### config.mk
export PLATFORM = sky130hd
export DESIGN_NAME = tail_light_sequencer
export DESIGN_NICKNAME = d
export VERILOG_FILES = /design/src/rtl/tail_light_pkg.sv /design/src/rtl/tail_light_sequencer_tick_gen.sv /design/src/rtl/tail_light_sequencer.sv
export SDC_FILE = /design/constraint.sdc
export NUM_CORES = 1
export LEC_CHECK = 0
export ABC_AREA = 1
export CORE_ASPECT_RATIO = 0.8
export CORE_MARGIN = 4
export CORE_UTILIZATION = 58
export CTS_CLUSTER_DIAMETER = 200
export DETAILED_ROUTE_END_ITERATION = 7
export GPL_TIMING_DRIVEN = 0
export HOLD_SLACK_MARGIN = 0.15
export PLACE_DENSITY_LB_ADDON = 0.2
export SLEW_MARGIN = 15
export SYNTH_ARGS = -nofsm -noshare
export SYNTH_HDL_FRONTEND = slang
export SYNTH_SLANG_ARGS = --single-unit
### constraint.sdc
create_clock -name clk -period 2 [get_ports clk]
set_input_delay 0.4 -clock clk [delete_from_list [all_inputs] [get_ports clk]]
set_output_delay 0.4 -clock clk [all_outputs]
set_load 0.03 [all_outputs]
### src/rtl/tail_light_pkg.sv
// Shared state codes and constants for the tail-light sequencer
// and the LED output decoder that consumes its outputs.
package tail_light_pkg;

   typedef enum logic [3:0] {
      ST_IDLE    = 4'b0000,
      ST_HAZARD  = 4'b0001,
      ST_TURN    = 4'b0010,
      ST_BRAKE   = 4'b0011,
      ST_RIGHT   = 4'b0100,
      ST_LEFT    = 4'b0101,
      ST_B_RIGHT = 4'b0110,
      ST_B_LEFT  = 4'b0111
   } state_e;

   localparam logic [2:0] SWEEP_MAX = 3'd5;
   localparam logic [2:0] HAZ_ON    = 3'b111;
   localparam logic [2:0] HAZ_OFF   = 3'b000;

   typedef struct packed {
      logic left;
      logic right;
      logic brake;
      logic hazard;
   } sw_t;

   function automatic logic is_sweep(input state_e s);
      return (s == ST_LEFT) || (s == ST_RIGHT) ||
             (s == ST_B_LEFT) || (s == ST_B_RIGHT);
   endfunction

   // Priority: hazard (or both turns) > left > right > brake > idle.
   function automatic state_e next_state(input sw_t s);
      logic haz_c;
      logic left_c;
      logic right_c;
      logic brake_c;
      state_e ns;
      haz_c   = s.hazard | (s.left & s.right);
      left_c  = s.left & ~haz_c;
      right_c = s.right & ~haz_c & ~s.left;
      brake_c = s.brake & ~haz_c & ~s.left & ~s.right;
      ns = ST_IDLE;
      unique case (1'b1)
         haz_c:   ns = ST_HAZARD;
         left_c:  ns = s.brake ? ST_B_LEFT : ST_LEFT;
         right_c: ns = s.brake ? ST_B_RIGHT : ST_RIGHT;
         brake_c: ns = ST_BRAKE;
         default: ns = ST_IDLE;
      endcase
      return ns;
   endfunction

endpackage

### src/rtl/tail_light_sequencer_tick_gen.sv
// Free-running divider producing a registered one-cycle strobe
// every TICK_DIV clocks; reusable across board projects.
module tick_gen #(
   parameter int TICK_DIV = 12_500_000
) (
   input  logic clk,
   input  logic rst,
   output logic tick
);

   localparam int W = (TICK_DIV > 2) ? $clog2(TICK_DIV) : 1;
   localparam logic [W-1:0] LAST = W'(TICK_DIV - 1);

   logic [W-1:0] count_q;
   logic [W-1:0] count_d;
   logic         tick_q;
   logic         tick_d;

   always_comb begin
      count_d = (count_q == LAST) ? '0 : count_q + 1'b1;
      tick_d  = (count_d == LAST);
   end

   // tick_q is high exactly while count_q sits at LAST
   always_ff @(posedge clk) begin
      if (rst) begin
         count_q <= '0;
         tick_q  <= 1'b0;
      end else begin
         count_q <= count_d;
         tick_q  <= tick_d;
      end
   end

   assign tick = tick_q;

endmodule

### src/rtl/tail_light_sequencer.sv
// Tail-light sequencer: switch synchronisers, priority FSM and
// sweep/hazard animation counters feeding the LED decoder.
module tail_light_sequencer
   import tail_light_pkg::*;
#(
   parameter int TICK_DIV = 12_500_000
) (
   input  logic       clk,
   input  logic       rst,
   input  logic       left_sw,
   input  logic       right_sw,
   input  logic       brake_sw,
   input  logic       hazard_sw,
   output logic [3:0] CurrentState,
   output logic [2:0] counter,
   output logic [2:0] hazard,
   output logic       tick
);

   sw_t        sw_raw;
   sw_t        sync1_q;
   sw_t        sync2_q;
   state_e     state_q;
   state_e     state_d;
   logic [2:0] counter_q;
   logic [2:0] counter_d;
   logic [2:0] hazard_q;
   logic [2:0] hazard_d;
   logic       tick_w;

   tick_gen #(
      .TICK_DIV(TICK_DIV)
   ) u_tick (
      .clk (clk),
      .rst (rst),
      .tick(tick_w)
   );

   assign sw_raw = {left_sw, right_sw, brake_sw, hazard_sw};

   always_ff @(posedge clk) begin
      if (rst) begin
         sync1_q <= '0;
         sync2_q <= '0;
      end else begin
         sync1_q <= sw_raw;
         sync2_q <= sync1_q;
      end
   end

   always_ff @(posedge clk) begin
      if (rst) begin
         state_q   <= ST_IDLE;
         counter_q <= '0;
         hazard_q  <= HAZ_OFF;
      end else begin
         state_q   <= state_d;
         counter_q <= counter_d;
         hazard_q  <= hazard_d;
      end
   end

   always_comb begin
      state_d = next_state(sync2_q);
   end

   // A state change restarts the animation and beats a coincident tick
   always_comb begin
      counter_d = counter_q;
      hazard_d  = hazard_q;
      if (state_d != state_q) begin
         counter_d = '0;
         hazard_d  = (state_d == ST_HAZARD) ? HAZ_ON : HAZ_OFF;
      end else if (tick_w) begin
         if (is_sweep(state_q)) begin
            counter_d = (counter_q == SWEEP_MAX) ? '0
                      : counter_q + 3'd1;
         end
         if (state_q == ST_HAZARD) begin
            hazard_d = ~hazard_q;
         end
      end
   end

   assign CurrentState = state_q;
   assign counter      = counter_q;
   assign hazard       = hazard_q;
   assign tick         = tick_w;

endmodule
# Word-level counts from Yosys, hierarchy flattened
# Cells that the tools add are included.
# totals
ff_bits	43
output_inout_bits	11
wordCells	54
inputBits	6
# op_classes
n_addsub	2
reduce_logical	8
mux	9
bitwise_logic	12
n_eq_ne	10
# op_table
cell	count
24-bit == test, second input constant	2
24-bit by 1-bit adder with 24-bit output, second input constant	1
24-bit two-way mux	1
4-bit by 3-bit == test with 1-bit output, second input constant	4
3-bit two-way mux	5
3-bit one-hot mux with 4 select lines	1
4-bit by 1-bit == test with 1-bit output, second input constant	2
1-bit bitwise AND	7
2-bit two-way mux	2
4-bit != test	1
2-bit AND reduction	2
2-bit nonzero test	2
3-bit by 1-bit adder with 3-bit output, second input constant	1
3-bit == test, second input constant	1
1-bit logical OR	3
1-bit inverter	3
3-bit inverter	1
2-bit OR reduction	1
1-bit bitwise OR	1

# Logic depth before layout (Yosys ltp)
# Gate-level depths: netlist of run 1.
# logic_depth
depth_word	10
ltp_mapped	12
mapped_depth_nobuf	12

# Hierarchy
# Synthesis of run 1 repeated with hierarchy kept, for this count alone.
# unflattened
hier_cells	350
area_unflattened_um2	2242.2
# modules_own_cells
module	n_inst	cells_per_inst	seq_area_each_um2	area_each_um2
tick_gen	1	259	500.5	1552.7
tail_light_sequencer	1	91	340.3	689.4

# Worst setup path before layout of run 1
# OpenSTA, ideal clock, no wires.
# synth_path
path_kind	reg2reg
startpoint	reg u_tick.count_q[0]
endpoint	reg u_tick.tick_q (netlist: u_tick.tick)
required_ns	1.888
arrival_ns	1.454
path_stages_with_launch	11
setup_time_ns	0.112
n_path_buf	0
slack_ns	0.434
path_cell_list	dfxtp_1 ha_1 nand3_1 nor2_1 nand2_1 nor2_2 nor2_1 nand3_1 nor2_1 nand3_1 nor2_1
# synth_via
elab_chain_len	3
elab_cells_between_ends	4
classes_between	add/sub: 1; eq/ne: 2; mux: 1
# synth_lines
element	line	source
start, declared	tail_light_sequencer_tick_gen.sv:14	logic [W-1:0] count_q;
start signal, assigned	tail_light_sequencer_tick_gen.sv:30	count_q <= count_d;
24-bit by 1-bit adder with 24-bit output or 24-bit == test (tied branches)	tail_light_sequencer_tick_gen.sv:20	count_d = (count_q == LAST) ? '0 : count_q + 1'b1;
24-bit two-way mux *	tail_light_sequencer_tick_gen.sv:20	
24-bit == test *	tail_light_sequencer_tick_gen.sv:21	tick_d = (count_d == LAST);
end signal, assigned	tail_light_sequencer_tick_gen.sv:31	tick_q <= tick_d;
end, declared	tail_light_sequencer_tick_gen.sv:16	logic tick_q;
# Mark *: on every way between the ends. The rest lies on a longest branch, timed or not.
# A chain may end at the register's enable or synchronous reset.

# Worst setup path in the final report of run 1
# Same ends and word-level chain as after synthesis.

==> metrics.yaml, run 1 <==
status:
  outcome: "finished, final reports clean"
placed_design:
  place_hpwl_mm: 4.14
  port_buffers: 15
  gp_congestion: 1.00
clock_network:
  htreeDepth: 2
  path_clk_slew_ps: 80
  clk_latency_ps: 300
  cts-resized-gates: 2
  cts_hold_buf: 0
  numCtsBuffers: 5
  clock_sink_count: 42
  ctsRootBufferMaster: "clkbuf_8"
  cts_buffer_depth: 2
  cts_tree: "yes"
  post_cts_buffers: 0
routing:
  routed_wl_mm: 5.36
  route.antenna.remaining_nets: 0
  drc: 0
  first_iter_violations: 165
  dr.pass1.iters: 4
  vias: 2188
  routedWlPerCell_um: 13.1
  routed_via_density: 5.34
critical_path:
  start_kind: "flop"
  crit_start: "u_tick.count_q[0]"
  reg2reg_to: "u_tick.tick"
  critPathMaxFanout: 7
  cp_data_required_time_ps: 2240
  arrival_ps: 2060
  ff2ff_path_depth: 9
  crit_type: "flop to flop"
  crit_path_end_kind: "flop"
  r2r_slack_ps: 190
  rr_startpoint: "u_tick.count_q[0]"
synthesis:
  synth_edf_count: 0
  syn_area_per_cell_um2: 6.50
  synthCells: 345
  yosys.area.top_type: "dfxtp_1"
  syn-cell-area_um2: 2240
  synthSimpleGateAreaFrac_pct: 46.6
  yosys.area_share.xor_xnor_pct: 4.30
  synthFlopType: "dfxtp_1"
  syn_nets: 352
  synth_top_cell_area_share_pct: 37.5
  synthMuxAreaShare_pct: 0
  synth_top_family_by_area: "simple AND/OR/NAND/NOR gates"
  yosysUniqueCellTypes: 24
  synth_common_cells: "nand2_1, nor2_1, inv_1"
  ys_seq_elements: 42
  yosysMostFrequentCell: "nand2_1"
  synth_compound_area_share_pct: 2.34
  ys_seq_area_share_pct: 37.5
  yosysWarnings: 0
  ys_top_cells_by_area: "dfxtp_1, nand2_1, nor2_1, inv_1, nand3_1"
  yosys.area_share.adder_pct: 0.558
  async_flop_share_pct: 0
global_route:
  met1_usage_pct: 31.8
  grt.overflow.total: 0
  grt_start_max_net_pins: 15
  grt.total_usage_pct: 22.9
  grt_pass1_wl_mm: 8.89
  antenna_found_initial: 0
  use_met2_pct: 34.4
  grt_pass1_vias: 1951
  met3_usage_pct: 5.41
  busiest_layer: "met2"
sta:
  hold_violations: 0
  slew_headroom_pct: 62.5
  max_freq_mhz: 552
  fin_crit_ps: 1810
  period_share_pct: 90.5
  drv_slew: 0
  setup_viol: 0
  whs_ps: 403
  worst_pin_slew_ps: 563
  rsz0062_at_grt: "false"
  finClkSkew_ps: 5.12
  setup_tns_ps: 0
cells_and_area:
  final_layout_size_suffix_gt1_share_pct: 9.24
  nets: 374
  num_antenna_cells: 0
  area_growth_pct: 16.7
die:
  fp.dieW_um: 77.5
  die-height_um: 63.6
  initial_utilization_pct: 62.9
  die-area_um2: 4930
  num_rows: 19
  core_um2: 3570
  top_level_ports: 17
hold_path:
  hold_end: "sync2_q[2]"
  hold_depth: 2
  hp-class: "flop to flop"
  hp-start: "sync1_q[2]"
pwr:
  finalPower_w: 0.00178
  cellPowerDensity_nw_per_um2: 681
  peakVddDrop_mv: 0.577
  cellLeakagePower_nw: 1.10
run:
  drv_cap: 0
cells by family (layout without fill, tap and decap cells):
family	count (synthesis)	count (layout)
compound gates	10	10
xor+xnor	11	11
fa+ha+maj	1	1
buf+inv	49	72
flops	42	42
other cells	1	1
simple gates	231	231
layout make-up:
cell class	count	area, um2
multi-input combinational	254	1240
fill	306	950
sequential	42	842
inverter	44	165
timing repair buffer	15	150
clock buffer	5	68.8
clock inverter	3	68.8
tap	42	52.6
buffer	5	26.3
sequential cells by signal (all words and copies together) (netlist names):
register,cells
CurrentState,3
counter,3
hazard,3
sync1_q,4
sync2_q,4
u_tick.count_q,24
u_tick.tick,1
worst max path at each step:
stage / to / depth (start not counted)
floorplan: u_tick.tick / 10
global placement: u_tick.tick / 9
detailed placement: u_tick.tick / 9
CTS: u_tick.tick / 9
global route: u_tick.tick / 9
finish: u_tick.tick / 9
per-stage QoR:
| step | setup WS, ps | utilization, % | std cells | instance area [um2] |
|---|---|---|---|---|
| final | 189 | 73.4 | 410 | 2620 |
| after global routing | 26.4 | 73.4 | 410 | 2620 |
| after CTS | 78.2 | 72.5 | 410 | 2590 |
| after detailed placement | -47.1 | 68.6 | 402 | 2440 |
| after global placement | -33.8 | 68.6 | 402 | 2440 |
| after floorplan | 434 | - | 345 | 2240 |
cells in the final DEF, fill, tap and decap left out, types with 2 or more instances in the layout:
master           instances
a21oi_1                  8
buf_4                    2
bufinv_16                2
clkbuf_1                 3
clkbuf_8                 5
clkdlybuf4s50_1         15
dfxtp_1                 41
inv_1                   43
nand2_1                 89
nand2_4                  4
nand3_1                 26
nand4_1                  9
nor2_1                  75
nor2_2                   6
nor2_4                   7
nor3_1                   9
xnor2_1                  4
xor2_1                   7
critical path, cell delays in order, from the launching register on:
cell and delay [ps]:
dfxtp_2 430, ha_4 200, nand3_1 180, inv_2 140, nand2_1 80, nor2_1 170, xor2_1 100, nor3_1 220
nand3_1 120, nor2_1 90
power by group:
| part | total [W] | switching [W] | internal (W) |
|---|---|---|---|
| Sequential | 0.000869 | 0.0000153 | 0.000854 |
| Combinational | 0.000105 | 0.0000636 | 0.0000416 |
| Clock | 0.000806 | 0.000306 | 0.000500 |
metal layers:
metal,vias to the layer above,routed length (um)
met5,-,0
met4,0,112
met3,14,478
met2,85,2330
met1,985,2430
li1,1104,-
No activity file was read; power rests on OpenSTA's default activity.
==> run 2: changes to the inputs <==
--- a/config.mk
+++ b/config.mk
@@ -18,3 +18,4 @@
 export SYNTH_ARGS = -nofsm -noshare
 export SYNTH_HDL_FRONTEND = slang
 export SYNTH_SLANG_ARGS = --single-unit
+export TNS_END_PERCENT = 5
==> results of run 2 <==
Same layout as run 1: the final DEF is identical, and so are final timing and power.
